[src/rtl/sprite_drawer_if.sv]
// Bundle of request, ROM and VGA-plot signals for the sprite rasteriser.
// The master modport is the drawer; the slave modport is the environment around it.
interface sprite_drawer_if #(
    parameter int n  = 3,
    parameter int Mn = 6,
    parameter int XW = 8,
    parameter int YW = 7
);
    logic          start;
    logic [XW-1:0] x_in;
    logic [YW-1:0] y_in;
    logic          erase;
    logic [Mn-1:0] rom_address;
    logic [n-1:0]  rom_q;
    logic [XW-1:0] vga_x;
    logic [YW-1:0] vga_y;
    logic [n-1:0]  vga_colour;
    logic          plot;
    logic          busy;
    logic          done;

    modport master (
        input  start, x_in, y_in, erase, rom_q,
        output rom_address, vga_x, vga_y, vga_colour, plot, busy, done
    );

    modport slave (
        output start, x_in, y_in, erase, rom_q,
        input  rom_address, vga_x, vga_y, vga_colour, plot, busy, done
    );
endinterface

[src/rtl/sprite_drawer.sv]
// Reads a W x H sprite from a synchronous ROM and issues one clipped VGA plot per visible pixel.
// Erase mode paints the background colour over the whole on-screen footprint.
module sprite_drawer #(
    parameter int n           = 3,
    parameter int W           = 8,
    parameter int H           = 8,
    parameter int Mn          = 6,
    parameter int XW          = 8,
    parameter int YW          = 7,
    parameter int SCREEN_W    = 160,
    parameter int SCREEN_H    = 120,
    parameter int TRANSPARENT = 0,
    parameter int BG_COLOUR   = 0
) (
    input logic             clock,
    input logic             reset,
    sprite_drawer_if.master bus
);
    typedef enum logic [1:0] {IDLE, RUN, FLUSH, DONE} state_t;

    localparam logic [Mn-1:0] LAST = Mn'(W*H-1);

    state_t        state_q, state_d;
    logic [Mn-1:0] cnt_q, cnt_d;
    logic [Mn-1:0] idx_q, idx_d;
    logic          vld_q, vld_d;
    logic [XW-1:0] x0_q, x0_d;
    logic [YW-1:0] y0_q, y0_d;
    logic          erase_q, erase_d;
    logic [XW-1:0] vga_x_q, vga_x_d;
    logic [YW-1:0] vga_y_q, vga_y_d;
    logic [n-1:0]  vga_colour_q, vga_colour_d;
    logic          plot_q, plot_d;
    logic [XW:0]   px;
    logic [YW:0]   py;

    always_comb begin
        state_d      = state_q;
        cnt_d        = cnt_q;
        idx_d        = idx_q;
        vld_d        = 1'b0;
        x0_d         = x0_q;
        y0_d         = y0_q;
        erase_d      = erase_q;
        vga_x_d      = vga_x_q;
        vga_y_d      = vga_y_q;
        vga_colour_d = vga_colour_q;
        plot_d       = 1'b0;
        px           = '0;
        py           = '0;

        case (state_q)
            IDLE: begin
                if (bus.start) begin
                    state_d = RUN;
                    x0_d    = bus.x_in;
                    y0_d    = bus.y_in;
                    erase_d = bus.erase;
                    cnt_d   = '0;
                end
            end
            RUN: begin
                // idx/vld shadow the address the ROM latches so they line up with rom_q
                cnt_d = cnt_q + 1'b1;
                idx_d = cnt_q;
                vld_d = 1'b1;
                if (cnt_q == LAST) state_d = FLUSH;
            end
            FLUSH: begin
                if (!vld_q) state_d = DONE;
            end
            DONE: begin
                state_d = IDLE;
            end
            default: state_d = IDLE;
        endcase

        if (vld_q) begin
            // one extra bit on each coordinate so off-screen pixels clip rather than wrap
            px           = {1'b0, x0_q} + (XW+1)'(32'(idx_q) % W);
            py           = {1'b0, y0_q} + (YW+1)'(32'(idx_q) / W);
            plot_d       = (erase_q || (bus.rom_q != n'(TRANSPARENT)))
                           && (px < (XW+1)'(SCREEN_W)) && (py < (YW+1)'(SCREEN_H));
            vga_x_d      = px[XW-1:0];
            vga_y_d      = py[YW-1:0];
            vga_colour_d = erase_q ? n'(BG_COLOUR) : bus.rom_q;
        end
    end

    always_ff @(posedge clock) begin
        if (reset) begin
            state_q      <= IDLE;
            cnt_q        <= '0;
            idx_q        <= '0;
            vld_q        <= 1'b0;
            x0_q         <= '0;
            y0_q         <= '0;
            erase_q      <= 1'b0;
            vga_x_q      <= '0;
            vga_y_q      <= '0;
            vga_colour_q <= '0;
            plot_q       <= 1'b0;
        end else begin
            state_q      <= state_d;
            cnt_q        <= cnt_d;
            idx_q        <= idx_d;
            vld_q        <= vld_d;
            x0_q         <= x0_d;
            y0_q         <= y0_d;
            erase_q      <= erase_d;
            vga_x_q      <= vga_x_d;
            vga_y_q      <= vga_y_d;
            vga_colour_q <= vga_colour_d;
            plot_q       <= plot_d;
        end
    end

    assign bus.rom_address = cnt_q;
    assign bus.vga_x       = vga_x_q;
    assign bus.vga_y       = vga_y_q;
    assign bus.vga_colour  = vga_colour_q;
    assign bus.plot        = plot_q;
    assign bus.busy        = (state_q == RUN) || (state_q == FLUSH);
    assign bus.done        = (state_q == DONE);
endmodule

[src/flat_wrapper.sv]
// flat-port wrapper written by rule: the top's interface ports become plain ports
module sprite_drawer_flat 
#(
    parameter int n           = 3,
    parameter int W           = 8,
    parameter int H           = 8,
    parameter int Mn          = 6,
    parameter int XW          = 8,
    parameter int YW          = 7,
    parameter int SCREEN_W    = 160,
    parameter int SCREEN_H    = 120,
    parameter int TRANSPARENT = 0,
    parameter int BG_COLOUR   = 0
)
  (clock, reset, bus_start, bus_x_in, bus_y_in, bus_erase, bus_rom_q, bus_rom_address, bus_vga_x, bus_vga_y, bus_vga_colour, bus_plot, bus_busy, bus_done);
  sprite_drawer_if #(.n(n), .Mn(Mn), .XW(XW), .YW(YW)) bus_i ();
  input logic clock;
  input logic reset;
  input wire logic [$bits(bus_i.start)-1:0] bus_start;
  input wire logic [$bits(bus_i.x_in)-1:0] bus_x_in;
  input wire logic [$bits(bus_i.y_in)-1:0] bus_y_in;
  input wire logic [$bits(bus_i.erase)-1:0] bus_erase;
  input wire logic [$bits(bus_i.rom_q)-1:0] bus_rom_q;
  output wire logic [$bits(bus_i.rom_address)-1:0] bus_rom_address;
  output wire logic [$bits(bus_i.vga_x)-1:0] bus_vga_x;
  output wire logic [$bits(bus_i.vga_y)-1:0] bus_vga_y;
  output wire logic [$bits(bus_i.vga_colour)-1:0] bus_vga_colour;
  output wire logic [$bits(bus_i.plot)-1:0] bus_plot;
  output wire logic [$bits(bus_i.busy)-1:0] bus_busy;
  output wire logic [$bits(bus_i.done)-1:0] bus_done;
  assign bus_i.start = bus_start;
  assign bus_i.x_in = bus_x_in;
  assign bus_i.y_in = bus_y_in;
  assign bus_i.erase = bus_erase;
  assign bus_i.rom_q = bus_rom_q;
  assign bus_rom_address = bus_i.rom_address;
  assign bus_vga_x = bus_i.vga_x;
  assign bus_vga_y = bus_i.vga_y;
  assign bus_vga_colour = bus_i.vga_colour;
  assign bus_plot = bus_i.plot;
  assign bus_busy = bus_i.busy;
  assign bus_done = bus_i.done;
  sprite_drawer #(.n(n), .W(W), .H(H), .Mn(Mn), .XW(XW), .YW(YW), .SCREEN_W(SCREEN_W), .SCREEN_H(SCREEN_H), .TRANSPARENT(TRANSPARENT), .BG_COLOUR(BG_COLOUR)) u_core (.clock(clock), .reset(reset), .bus(bus_i));
endmodule
[config.mk]
export PLATFORM = sky130hd
export DESIGN_NAME = sprite_drawer_flat
export DESIGN_NICKNAME = d
export VERILOG_FILES = /design/src/rtl/sprite_drawer_if.sv /design/src/rtl/sprite_drawer.sv /design/src/flat_wrapper.sv
export SDC_FILE = /design/constraint.sdc
export NUM_CORES = 1
export LEC_CHECK = 0
export CAP_MARGIN = 20
export CORE_MARGIN = 2
export CORE_UTILIZATION = 54
export DETAILED_ROUTE_END_ITERATION = 7
export GPL_ROUTABILITY_DRIVEN = 0
export PLACE_DENSITY = 0.84
export SLEW_MARGIN = 30
export SYNTH_ARGS = -nofsm -noshare
export SYNTH_HDL_FRONTEND = slang
export SYNTH_SLANG_ARGS = --single-unit
[constraint.sdc]
create_clock -name clock -period 4.9 [get_ports clock]
set_input_delay 0.98 -clock clock [delete_from_list [all_inputs] [get_ports clock]]
set_output_delay 0.98 -clock clock [all_outputs]
set_load 0.01 [all_outputs]
==> qor.csv <==
stage;metric;value;unit
status;status;complete, no violations;
timing;worst slew pin tran;0.651;ns
route;antenna-violating nets left;0;
cts;clock latency on the worst-skew pair;0.30;ns
layout;layout cells sized above 1;0.0387;
die;Die H;69.2;um
die;core outline area;0.00406;mm2
grt;largest net degree at the start of global routing;50;
route;wire per inst;13.4;um
timing;setup TNS;0;ns
placed_design;Area after DPL;0.00280;mm2
grt;gr ovfl total;0;
critical_path;Setup crit end kind;output port;
timing;Peak Freq;384;MHz
route;routed wire length;4840;um
power_and_ir_drop;Leak;1.08;nW
cts;CTS clk-pin slew, worst paths;0.09;ns
die;Initial Util;0.566;
logic_synthesis;share of the synthesized area in the top cell type;0.436;
timing;min Tclk post-route;2.60;ns
logic_synthesis;yosys warns;0;
cts;Hold Buf Count CTS;0;
route;DRT iter0 DRCs;144;
critical_path;slowest CP cell;clkdlybuf4s50_1;
logic_synthesis;syn_nets;300;
critical_path;CP peak stage delay;0.54;ns
hold_path;hold-critical path depth;2;
critical_path;Critical Path Fanout Max;4;
route;via count;1985;
critical_path;Crit path max-delay family;buffers and inverters;
die;FP Rows;23;
grt;vias in the first global route;1862;
logic_synthesis;post-synthesis async set-or-reset flop share;0;
logic_synthesis;area leader, netlist;dfxtp_1;
critical_path;reg2reg start;u_core.state_q[1];
cts;CTS tree;done;
cts;Post-CTS Setup Bufs;0;
power_and_ir_drop;PD cells;430;mW/mm2
layout;Area Overhead vs Synth;26.8;%
placed_design;number of port buffers;48;
logic_synthesis;register bit total from synthesis;50;
route;post-DR vias/cell;5.51;
timing;unrepaired setup endpoints after global routing;no;
logic_synthesis;most area-consuming cells after synthesis;dfxtp_1, nand2_1, a21oi_1;
critical_path;CP required;3.92;ns
die;DIE WIDTH;69.2;um
critical_path;cells on worst reg2reg path;6;
logic_synthesis;register area share after synthesis;0.436;
logic_synthesis;synthesized area per cell;8.66;um2
cts;clock sinks;50;
cts;Clock Tree Buf Depth;2;
critical_path;Critical Path AT;1.62;ns
layout;layout filler cell count;320;
critical_path;Worst Path Buf+Inv;2;
grt;GRT Overall Usage;0.210;
cts;CTS Buf Count;5;
critical_path;CP Class;reg2out;
hold_path;Worst Hold Class;reg2reg;
logic_synthesis;Most used DFF post-synth;dfxtp_1;
timing;Rel. slew slack;0.566;
timing;Pins Over Slew Limit;0;
route;TritonRoute pass-1 iters;4;
grt;first-pass GRT wire length;8200;um
timing;Final setup viols;0;
timing;period utilization;0.531;
layout;antenna cells;0;
critical_path;Setup crit start;u_core.state_q[0];
critical_path;critical path depth in cells;3;
placed_design;Post-DP HPWL;3330;um
timing;Layout Skew;0.00620;ns
layout;Nets;344;
logic_synthesis;synth unique cells;37;
critical_path;critical-path cell list;inv_1, ha_1, clkdlybuf4s50_1;
grt;initial antenna violation count;0;
critical_path;RR Endpoint;u_core.bus.rom_address[5];
critical_path;R2R setup slack;2.87;ns
layout;Final Cell Area;0.00291;mm2
die;Die ar.;0.00479;mm2
cts;# resized after CTS;0;
critical_path;CP Launch Type;flip-flop;
timing;final hold violation count;0;
die;IO Count;49;
route;Remaining DRCs;0;
logic_synthesis;Post-Syn Instances;265;
power_and_ir_drop;Worst VDD drop;0.000236;V
flow_run;max-cap violations;0;
logic_synthesis;Syn Std Cell Area;0.00230;mm2
cts;htree depth;2;
logic_synthesis;number of synthesized flops with an enable pin;0;
cts;Root Buffer;clkbuf_8;
critical_path;Critical Path Sink;bus_busy;
[worst min-delay path by stage]
stage / slack (ns) / end / from
after floorplan: 0.44 / u_core.x0_q[0] / u_core.x0_q[0]
after global placement: 0.45 / u_core.x0_q[0] / u_core.x0_q[0]
after detailed placement: 0.45 / u_core.x0_q[0] / u_core.x0_q[0]
after CTS: 0.47 / u_core.x0_q[0] / u_core.x0_q[0]
after global routing: 0.49 / u_core.x0_q[0] / u_core.x0_q[0]
final: 0.47 / u_core.x0_q[0] / u_core.x0_q[0]
[cell type report]
cell class | count | area [um2] | area share
clock buffers | 5 | 68.8 | 0.0236
clock inverters | 3 | 40.0 | 0.0138
inverters | 5 | 18.8 | 0.00645
multi-input cells | 197 | 1220 | 0.420
flip-flops and latches | 50 | 1000 | 0.344
well taps | 50 | 62.6 | 0.0215
repair buffers | 50 | 495 | 0.170
[stage by stage]
step                hold WS (ns)  instances  total power, mW  setup WS (ns)  utilization
finish                     0.466        360             1.25           2.30        0.717
detailed placement         0.455        352            0.973           2.43        0.690
CTS                        0.467        360             1.26           2.30        0.717
global route               0.491        360             1.33           2.24        0.717
floorplan                  0.441        265            0.816           3.18            -
global placement           0.449        352            0.959           2.46        0.690
[state kept, by name (all words and copies together), names as in the netlist]
register / cells
u_core.x0_q: 8
u_core.bus.vga_colour: 3
u_core.bus.vga_y: 7
u_core.bus.rom_address: 6
u_core.state_q: 2
u_core.erase_q: 1
u_core.y0_q: 7
u_core.bus.vga_x: 8
u_core.idx_q: 6
u_core.bus.plot: 1
u_core.vld_q: 1
[layer usage]
layer	track usage	up-vias	share of wire
li1	-	1005	-
met1	0.250	907	0.44
met2	0.360	59	0.48
met3	0.0581	14	0.055
met4	0.0806	0	0.028
met5	0	-	0
[report_power, final]
part / internal [mW] / switching (mW)
logic: 0.201 / 0.237
registers: 0.474 / 0.0561
clock network: 0.150 / 0.134
[synthesized netlist by cell type (2+ instances only)]
cell and count:
dfxtp_1 50, nand2_1 39, a21oi_1 28, nor2_1 28, mux2i_1 12, ha_1 11
clkbuf_1 9, nand2b_1 8, a211oi_1 7, nor2b_1 7, nand3_1 6, o21ai_0 6
xor2_1 6, inv_1 5, a311oi_1 4, or3_1 4, xnor2_1 4, a21o_1 3
buf_2 3, nor3_1 3, a32oi_1 2, and2_1 2, fa_1 2, nand4_1 2
o22ai_1 2
[layout by cell type (no fill, tap or decap), types with 2 or more instances in the layout]
master / netlist / layout
dfxtp_1: 50 / 50
clkdlybuf4s50_1: 0 / 48
nand2_1: 39 / 39
a21oi_1: 28 / 28
nor2_1: 28 / 28
mux2i_1: 12 / 12
ha_1: 11 / 11
nand2b_1: 8 / 8
nor2b_1: 7 / 7
a211oi_1: 7 / 7
o21ai_0: 6 / 6
xor2_1: 6 / 6
nand3_1: 6 / 6
inv_1: 5 / 5
clkbuf_8: 0 / 5
or3_1: 4 / 4
a311oi_1: 4 / 4
xnor2_1: 4 / 4
a21o_1: 3 / 3
nor3_1: 3 / 3
o22ai_1: 2 / 2
nand4_1: 2 / 2
and2_1: 2 / 2
a32oi_1: 2 / 2
fa_1: 2 / 2
clkinv_2: 0 / 2
buf_4: 0 / 2
[cell families after synthesis]
group,synth area share
adder cells (fa/ha/maj),0.0774
AO/OA/AOI/OAI,0.163
AND/OR/NAND/NOR,0.202
multiplexers,0.0523
flip-flops,0.436
buffers and inverters,0.0311
XOR/XNOR,0.0381
[worst reg2reg max path: cells and delay by family (launching register included)]
family | cells | cell delay, ns
XOR/XNOR | 1 | 0.16
adder cells (fa/ha/maj) | 1 | 0.58
buffers and inverters | 1 | 0.10
flip-flops | 1 | 0.34
multiplexers | 1 | 0.36
AND/OR/NAND/NOR | 2 | 0.38
No activity file was read; power rests on OpenSTA's default activity.
